===== config.mk =====
export PLATFORM = sky130hd
export DESIGN_NAME = serial_mag_compare
export DESIGN_NICKNAME = d
export VERILOG_FILES = /design/src/rtl/serial_mag_compare.sv
export SDC_FILE = /design/constraint.sdc
export NUM_CORES = 1
export LEC_CHECK = 0
export ABC_AREA = 1
export CAP_MARGIN = 15
export CORE_MARGIN = 2
export CORE_UTILIZATION = 54
export DETAILED_ROUTE_END_ITERATION = 8
export PLACE_DENSITY = 0.83
export SKIP_CTS_REPAIR_TIMING = 1
export SLEW_MARGIN = 40
export SYNTH_ARGS = -nofsm -noshare
export SYNTH_HDL_FRONTEND = slang
export SYNTH_SLANG_ARGS = --single-unit

===== constraint.sdc =====
create_clock -name clk -period 5 [get_ports clk]
set_clock_uncertainty 0.05 [all_clocks]
set_input_delay 0.5 -clock clk [delete_from_list [all_inputs] [get_ports clk]]
set_output_delay 0.5 -clock clk [all_outputs]
set_load 0.01 [all_outputs]

===== src/rtl/serial_mag_compare.sv =====
// serial_mag_compare
//   Sequential wide-operand magnitude comparator. Two operands of 4*NIBBLES
//   bits are accepted over a valid/ready handshake. They are compared one
//   4-bit slice per cycle, starting at the most-significant nibble. The scan
//   stops at the first unequal nibble.
//
//   Optional feature: define CMP_SIGNED_EN to add the signed_mode input. It
//   selects a two's-complement ordering, which inverts the sign bit of the
//   top nibble.
//
// Ports
//   clk          clock, rising edge
//   rst_n        asynchronous active-low reset
//   in_valid     operand pair valid
//   in_ready     block can accept operands (IDLE only)
//   a_in, b_in   operands, 4*NIBBLES bits
//   signed_mode  (CMP_SIGNED_EN only) latched with the operands
//   out_valid    result valid (DONE only)
//   out_ready    consumer accepts the result
//   agb/aeb/alb  A>B / A==B / A<B, registered, one-hot while out_valid
//   busy         high in SCAN or DONE
module serial_mag_compare #(
  parameter int unsigned NIBBLES = 4
) (
  input  logic                   clk,
  input  logic                   rst_n,
  input  logic                   in_valid,
  output logic                   in_ready,
  input  logic [4*NIBBLES-1:0]   a_in,
  input  logic [4*NIBBLES-1:0]   b_in,
`ifdef CMP_SIGNED_EN
  input  logic                   signed_mode,
`endif
  output logic                   out_valid,
  input  logic                   out_ready,
  output logic                   agb,
  output logic                   aeb,
  output logic                   alb,
  output logic                   busy
);

  localparam int unsigned W  = 4 * NIBBLES;
  localparam int unsigned IW = (NIBBLES > 1) ? $clog2(NIBBLES) : 1;
  localparam logic [IW-1:0] TOP = IW'(NIBBLES - 1);

  typedef enum logic [1:0] {IDLE, SCAN, DONE} state_t;

  state_t        state;
  logic [IW-1:0] idx;
  logic [W-1:0]  a_reg;
  logic [W-1:0]  b_reg;
  logic [3:0]    a_nib;
  logic [3:0]    b_nib;
`ifdef CMP_SIGNED_EN
  logic          sgn_reg;
`endif

  // Current slice selected by idx.
  // In signed mode, the top nibble's bit 3 is flipped on both sides.
  // This turns the unsigned slice compare into a two's-complement compare.
  always_comb begin
    a_nib = 4'(a_reg >> {idx, 2'b00});
    b_nib = 4'(b_reg >> {idx, 2'b00});
`ifdef CMP_SIGNED_EN
    if (sgn_reg && (idx == TOP)) begin
      a_nib[3] = ~a_nib[3];
      b_nib[3] = ~b_nib[3];
    end
`endif
  end

  assign in_ready  = (state == IDLE);
  assign out_valid = (state == DONE);
  assign busy      = (state != IDLE);

  always_ff @(posedge clk or negedge rst_n) begin
    if (!rst_n) begin
      state   <= IDLE;
      idx     <= '0;
      a_reg   <= '0;
      b_reg   <= '0;
      agb     <= 1'b0;
      aeb     <= 1'b0;
      alb     <= 1'b0;
`ifdef CMP_SIGNED_EN
      sgn_reg <= 1'b0;
`endif
    end else begin
      case (state)
        IDLE: begin
          if (in_valid) begin
            a_reg   <= a_in;
            b_reg   <= b_in;
            idx     <= TOP;
`ifdef CMP_SIGNED_EN
            sgn_reg <= signed_mode;
`endif
            state   <= SCAN;
          end
        end
        SCAN: begin
          if (a_nib != b_nib) begin
            agb   <= (a_nib > b_nib);
            alb   <= (a_nib < b_nib);
            aeb   <= 1'b0;
            state <= DONE;
          end else if (idx == '0) begin
            agb   <= 1'b0;
            alb   <= 1'b0;
            aeb   <= 1'b1;
            state <= DONE;
          end else begin
            idx <= idx - 1'b1;
          end
        end
        DONE: begin
          if (out_ready) begin
            agb   <= 1'b0;
            aeb   <= 1'b0;
            alb   <= 1'b0;
            state <= IDLE;
          end
        end
        default: state <= IDLE;
      endcase
    end
  end

endmodule


==> flow_summary.json, run 1 <==
{
  "finalInstanceArea_um2": 2580,
  "cp.arrival_ns": 2.52,
  "io_buffers": 41,
  "cp.required_ns": 5.16,
  "cp-startpoint": "idx[0]$_DFFE_PN0P_",
  "grt_pass1_vias": 1392,
  "fmax_mhz": 423.9,
  "layout_min_cycle_time_ns": 2.359,
  "regToRegEndpoint": "alb$_DFFE_PN0P_",
  "setup_viol": 0,
  "ys_warn_count": 0,
  "core_um2": 3661,
  "final_nets": 263,
  "drive_above_1_share_pct": 22.73,
  "status": "finished, final reports clean",
  "io_pins": 42,
  "syn_area_um2": 2049,
  "relSlewSlack_pct": 60.62,
  "critical_path.cell_chain": "inv_2, o21ai_0, o22a_1, ha_1, nand2_1, nor2_2, nand2_1, nand3_2, o21ai_0",
  "pwr-share-seq_pct": 34.7,
  "grt_use_total_pct": 20.38,
  "reg2reg_from": "idx[0]$_DFFE_PN0P_",
  "p_leak_nw": 1.232,
  "criticalPathCategory": "reg -> reg",
  "wl_um": 3748,
  "die_h_um": 65.61,
  "synth_cell_types": 22,
  "p_int_mw": 1.121,
  "hold_path.class": "in -> async",
  "worst_hold_slack_ns": 0.1087,
  "synth.net_count": 222,
  "p_comb_share_pct": 50.0,
  "area_growth_pct": 25.88,
  "switching_share_pct": 36.43,
  "hold_viol_final": 0,
  "p_clk_share_pct": 15.2,
  "drcViolationCount": 0,
  "clock-sinks": 39,
  "synth.avg_cell_area_um2": 11.51,
  "grt_pass1_wl_um": 6506,
  "dp_hpwl_um": 2705,
  "rr_worst_depth": 9,
  "ir_drop_v": 0.0003346,
  "via_count": 1401,
  "post_drt_wl_per_cell_um": 13.99,
  "cp_top_family": "flip-flops",
  "dieArea_um2": 4304,
  "crit_path_max_fanout": 19,
  "cp_slowest_cell": "dfrtp_1",
  "setup_tns_ns": 0,
  "rrSetupSlack_ns": 2.64,
  "dr.pass1.iters": 4,
  "cp_num_buf_inv": 1,
  "grt_max_degree": 40,
  "drt_iter0_markers": 51,
  "place_area_um2": 2460,
  "end_kind": "register",
  "cts_tree": "done",
  "grt_overflow": 0,
  "fin_crit_sh_pct": 47.18,
  "startpoint_type": "register",
  "drv_slew": 0,
  "crit_end": "alb$_DFFE_PN0P_",
  "yosysSeqAreaShare_pct": 47.62,
  "path_depth": 9,
  "die_w_um": 65.61,
  "cts_buffers": 5,
  "vias_per_cell": 5.228,
  "antenna_cells": 0,
  "cts_buffer_depth": 2,
  "htree_num_levels": 2,
  "root_buffer": "clkbuf_8",
  "critPathMaxStageDelay_ns": 0.72,
  "ant_nets": 0,
  "worst_pin_slew_ns": 0.5907,
  "synth_cells": 178,
  "fp-row-count": 22,
  "path_clk_slew_ns": 0.07,
  "clk_latency_ns": 0.29,
  "gp_congestion": 0.7923,
  "p_switching_uw": 642.6,
  "maxCapViolCount": 0,
  "ys_ff_latch": 39,
  "initial_utilization_pct": 55.98,
  "rsz0062_at_grt": "no",
  "powerDensity_nw_per_um2": 683.7,
  "antenna_found_initial": 0
}
worst min path at each step:
stage                          from              endpoint  slack [ns]  cells past startpoint
floorplan                     rst_n  a_reg[0]$_DFFE_PN0P_        0.15                      0
global placement    agb$_DFFE_PN0P_       agb$_DFFE_PN0P_        0.42                      2
detailed placement  aeb$_DFFE_PN0P_       aeb$_DFFE_PN0P_        0.43                      2
CTS                           rst_n  a_reg[4]$_DFFE_PN0P_        0.27                      1
global route                  rst_n  a_reg[6]$_DFFE_PN0P_        0.15                      1
finish                        rst_n  a_reg[4]$_DFFE_PN0P_        0.11                      1
worst register-to-register path, delay by kind of cell, from the launching register on:
| family | cells | cell delay (ns) |
|---|---|---|
| flip-flops | 1 | 0.72 |
| AO/OA/AOI/OAI | 3 | 0.60 |
| AND/OR/NAND/NOR | 4 | 0.43 |
| buffers and inverters | 1 | 0.25 |
| adder cells (fa/ha/maj) | 1 | 0.23 |
synth_stat cells (all sizes together):
cell type  number  share of area, %
o22a            4               1.7
o22ai           4               1.2
or2             2              0.73
dfrtp          39                48
nand3           6               2.0
o21ai          24               6.0
nand2          22               4.2
clkbuf          1              0.24
ha              8               4.9
inv            10               1.8
a21oi           1              0.24
mux2           32                23
nor2           19               3.6
buf             6               2.7
layout make-up:
class,count,area [µm²]
fillers,269,1081
clock inverters,2,35.03
clock buffers,6,82.58
well taps,48,60.06
flip-flops and latches,39,975.9
repair buffers,41,407.9
inverters,10,37.54
multi-input cells,122,980.9
power groups by stage:
stage	clock network (mW)	registers, mW	logic, mW
after floorplan	0	0.549	0.741
after global placement	0	0.609	0.858
after detailed placement	0	0.617	0.883
after CTS	0.274	0.613	0.891
after global routing	0.290	0.635	0.990
final	0.268	0.613	0.883
metal layers:
layer  part of all wire, %  wire [µm]  global-route usage [%]  vias up
met2                    47       1773                   32.02       37
met4                   1.9         72                   8.594        0
li1                      -          -                       -      691
met1                    46       1739                   27.04      667
met5                     0          0                       0        -
met3                   4.3        163                   4.966        6
layout by cell type, fill, tap and decap left out, drive strengths merged:
| cell | count |
|---|---|
| buf | 1 |
| nor2 | 19 |
| or2 | 2 |
| mux2 | 32 |
| o21ai | 24 |
| nand2 | 22 |
| nand3 | 6 |
| clkdlybuf4s50 | 40 |
| clkbuf | 6 |
| bufinv | 1 |
| clkinv | 1 |
| o22ai | 4 |
| inv | 10 |
| ha | 8 |
| o22a | 4 |
| dfrtp | 39 |
| a21oi | 1 |
cells by family after synthesis:
family | after synthesis | synth area share, %
AOI/OAI and AO/OA | 33 | 9.218
muxes | 32 | 23.08
DFF | 39 | 47.62
and+or+nand+nor | 49 | 10.44
buffers and inverters | 17 | 4.762
adders and majority gates | 8 | 4.884
through the flow:
step | power (mW) | setup slack, ns | std cells | utilization (%)
2_1_floorplan | 1.290 | 3.088 | 178 | -
3_3_place_gp | 1.467 | 2.679 | 260 | 67.05
3_5_place_dp | 1.500 | 2.664 | 260 | 67.19
4_1_cts | 1.778 | 2.644 | 268 | 70.40
5_1_grt | 1.916 | 2.350 | 268 | 70.47
6_report | 1.764 | 2.641 | 268 | 70.47
Power figures use the tool's default switching activity.
==> run 2: changes to the inputs <==
--- a/config.mk
+++ b/config.mk
@@ -8,9 +8,9 @@
 export ABC_AREA = 1
 export CAP_MARGIN = 15
 export CORE_MARGIN = 2
-export CORE_UTILIZATION = 54
+export CORE_UTILIZATION = 51
 export DETAILED_ROUTE_END_ITERATION = 8
-export PLACE_DENSITY = 0.83
+export PLACE_DENSITY = 0.79
 export SKIP_CTS_REPAIR_TIMING = 1
 export SLEW_MARGIN = 40
 export SYNTH_ARGS = -nofsm -noshare
==> constraint.sdc (replaced) <==
create_clock -name clk -period 2.42 [get_ports clk]
set_clock_uncertainty 0.05 [all_clocks]
set_input_delay 0.242 -clock clk [delete_from_list [all_inputs] [get_ports clk]]
set_output_delay 0.242 -clock clk [all_outputs]
set_load 0.01 [all_outputs]
==> flow_summary.json, run 2 (synthesis gave the netlist of run 1 again) <==
{
  "grt_pass1_wl_um": 6320,
  "root_buffer": "clkbuf_8",
  "grt_pass1_vias": 1378,
  "drcViolationCount": 0,
  "cp.arrival_ns": 2.27,
  "hold_viol_final": 0,
  "hold_path.class": "in -> async",
  "met1_length_um": 1716,
  "dp_hpwl_um": 2763,
  "cts_tree": "done",
  "rrSetupSlack_ns": 0.28,
  "grt_use_total_pct": 18.92,
  "drive_above_1_share_pct": 23.66,
  "fp-row-count": 23,
  "dr.pass1.iters": 4,
  "pre_cts_ws_ns": 0.3151,
  "power_mw": 3.689,
  "p_leak_nw": 1.244,
  "antenna_cells": 0,
  "cts_buffer_depth": 2,
  "cp.required_ns": 2.54,
  "path_clk_slew_ns": 0.08,
  "powerDensity_nw_per_um2": 1413,
  "stdcell_count": 274,
  "area_growth_pct": 27.35,
  "die_w_um": 67.39,
  "setup_ws_ns": 0.2781,
  "top_layer_used": "met4",
  "route.met2.wl_um": 1746,
  "wl_um": 3711,
  "criticalPathCategory": "reg -> reg",
  "drt_iter0_markers": 61,
  "grt_max_degree": 40,
  "cts_buffers": 5,
  "htree_num_levels": 2,
  "ir_drop_v": 0.0006117,
  "via_count": 1410,
  "rsz0062_at_grt": "no",
  "startpoint_type": "register",
  "drv_slew": 0,
  "wl_met3_um": 175,
  "clock-sinks": 39,
  "final_common_cell": "clkdlybuf4s50_1",
  "initial_utilization_pct": 51.98,
  "rr_worst_depth": 9,
  "io_buffers": 41,
  "worst_pin_slew_ns": 0.4781,
  "status": "finished, final reports clean",
  "crit_path_max_fanout": 10,
  "layout_min_cycle_time_ns": 2.142,
  "final_nets": 267,
  "setup_viol": 0,
  "fin_crit_sh_pct": 88.51,
  "placed_cells": 265,
  "core_um2": 3943,
  "dieArea_um2": 4541,
  "final_cell_mix": "clkdlybuf4s50_1, dfrtp_1, mux2_4, o21ai_0, nand2_1",
  "finalInstanceArea_um2": 2610,
  "fmax_mhz": 466.9,
  "clk_latency_ns": 0.30,
  "ant_nets": 0,
  "post_drt_wl_per_cell_um": 13.54,
  "die_h_um": 67.39,
  "io_pins": 42,
  "maxCapViolCount": 0,
  "gp_congestion": 0.8614,
  "antenna_found_initial": 0,
  "relSlewSlack_pct": 68.13,
  "end_kind": "register",
  "worst_hold_slack_ns": 0.4014,
  "place_area_um2": 2482,
  "utilization_pct": 66.20,
  "grt_overflow": 0,
  "setup_tns_ns": 0,
  "vias_per_cell": 5.146
}
[run 2: changes by cell type in the layout (fill, tap and decap cells not counted)]
| cell | previous run | this run |
|---|---|---|
| nand2_4 | 1 | 0 |
| buf_4 | 1 | 4 |
| nand2_2 | 0 | 1 |
| dlygate4sd3_1 | 0 | 1 |
[run 2: final cells by class]
class	instances	area, µm²
tap	50	62.56
multi-input combinational	122	975.9
timing repair buffer	45	440.4
clock buffer	6	82.58
sequential	39	975.9
clock inverter	2	35.03
inverter	10	37.54
fill	292	1333
[run 2: where the power goes]
| part | leakage, nW | switching [mW] | internal, mW |
|---|---|---|---|
| sequential | 0.463 | 0.249 | 0.993 |
| combinational | 0.720 | 0.876 | 1.01 |
| clock | 0.0612 | 0.227 | 0.333 |
| total | 1.24 | 1.35 | 2.34 |
[run 2: path summary, 6_finish.rpt]
kind | from | endpoint
worst max-delay path | idx[1]$_DFFE_PN0P_ | agb$_DFFE_PN0P_
worst min-delay path | rst_n | b_reg[0]$_DFFE_PN0P_
worst max register to register | idx[1]$_DFFE_PN0P_ | agb$_DFFE_PN0P_
worst min register to register | alb$_DFFE_PN0P_ | alb$_DFFE_PN0P_
max in group asynchronous | rst_n | idx[1]$_DFFE_PN0P_
min in group clk | alb$_DFFE_PN0P_ | alb$_DFFE_PN0P_
[run 2: worst max-delay path, stage by stage (launching register included)]
cell and delay [ns]:
dfrtp_1 0.49, inv_1 0.26, o21ai_0 0.13, o22a_1 0.18
ha_1 0.30, nand2_1 0.11, nor2_2 0.15, nand2_1 0.12
nand3_2 0.12, o21ai_0 0.10
[run 2: per-layer routing]
metal,up-vias,GRT usage [%]
met2,37,28.09
met4,0,8.929
met1,667,25.59
met3,7,5.333
li1,699,-
met5,-,0
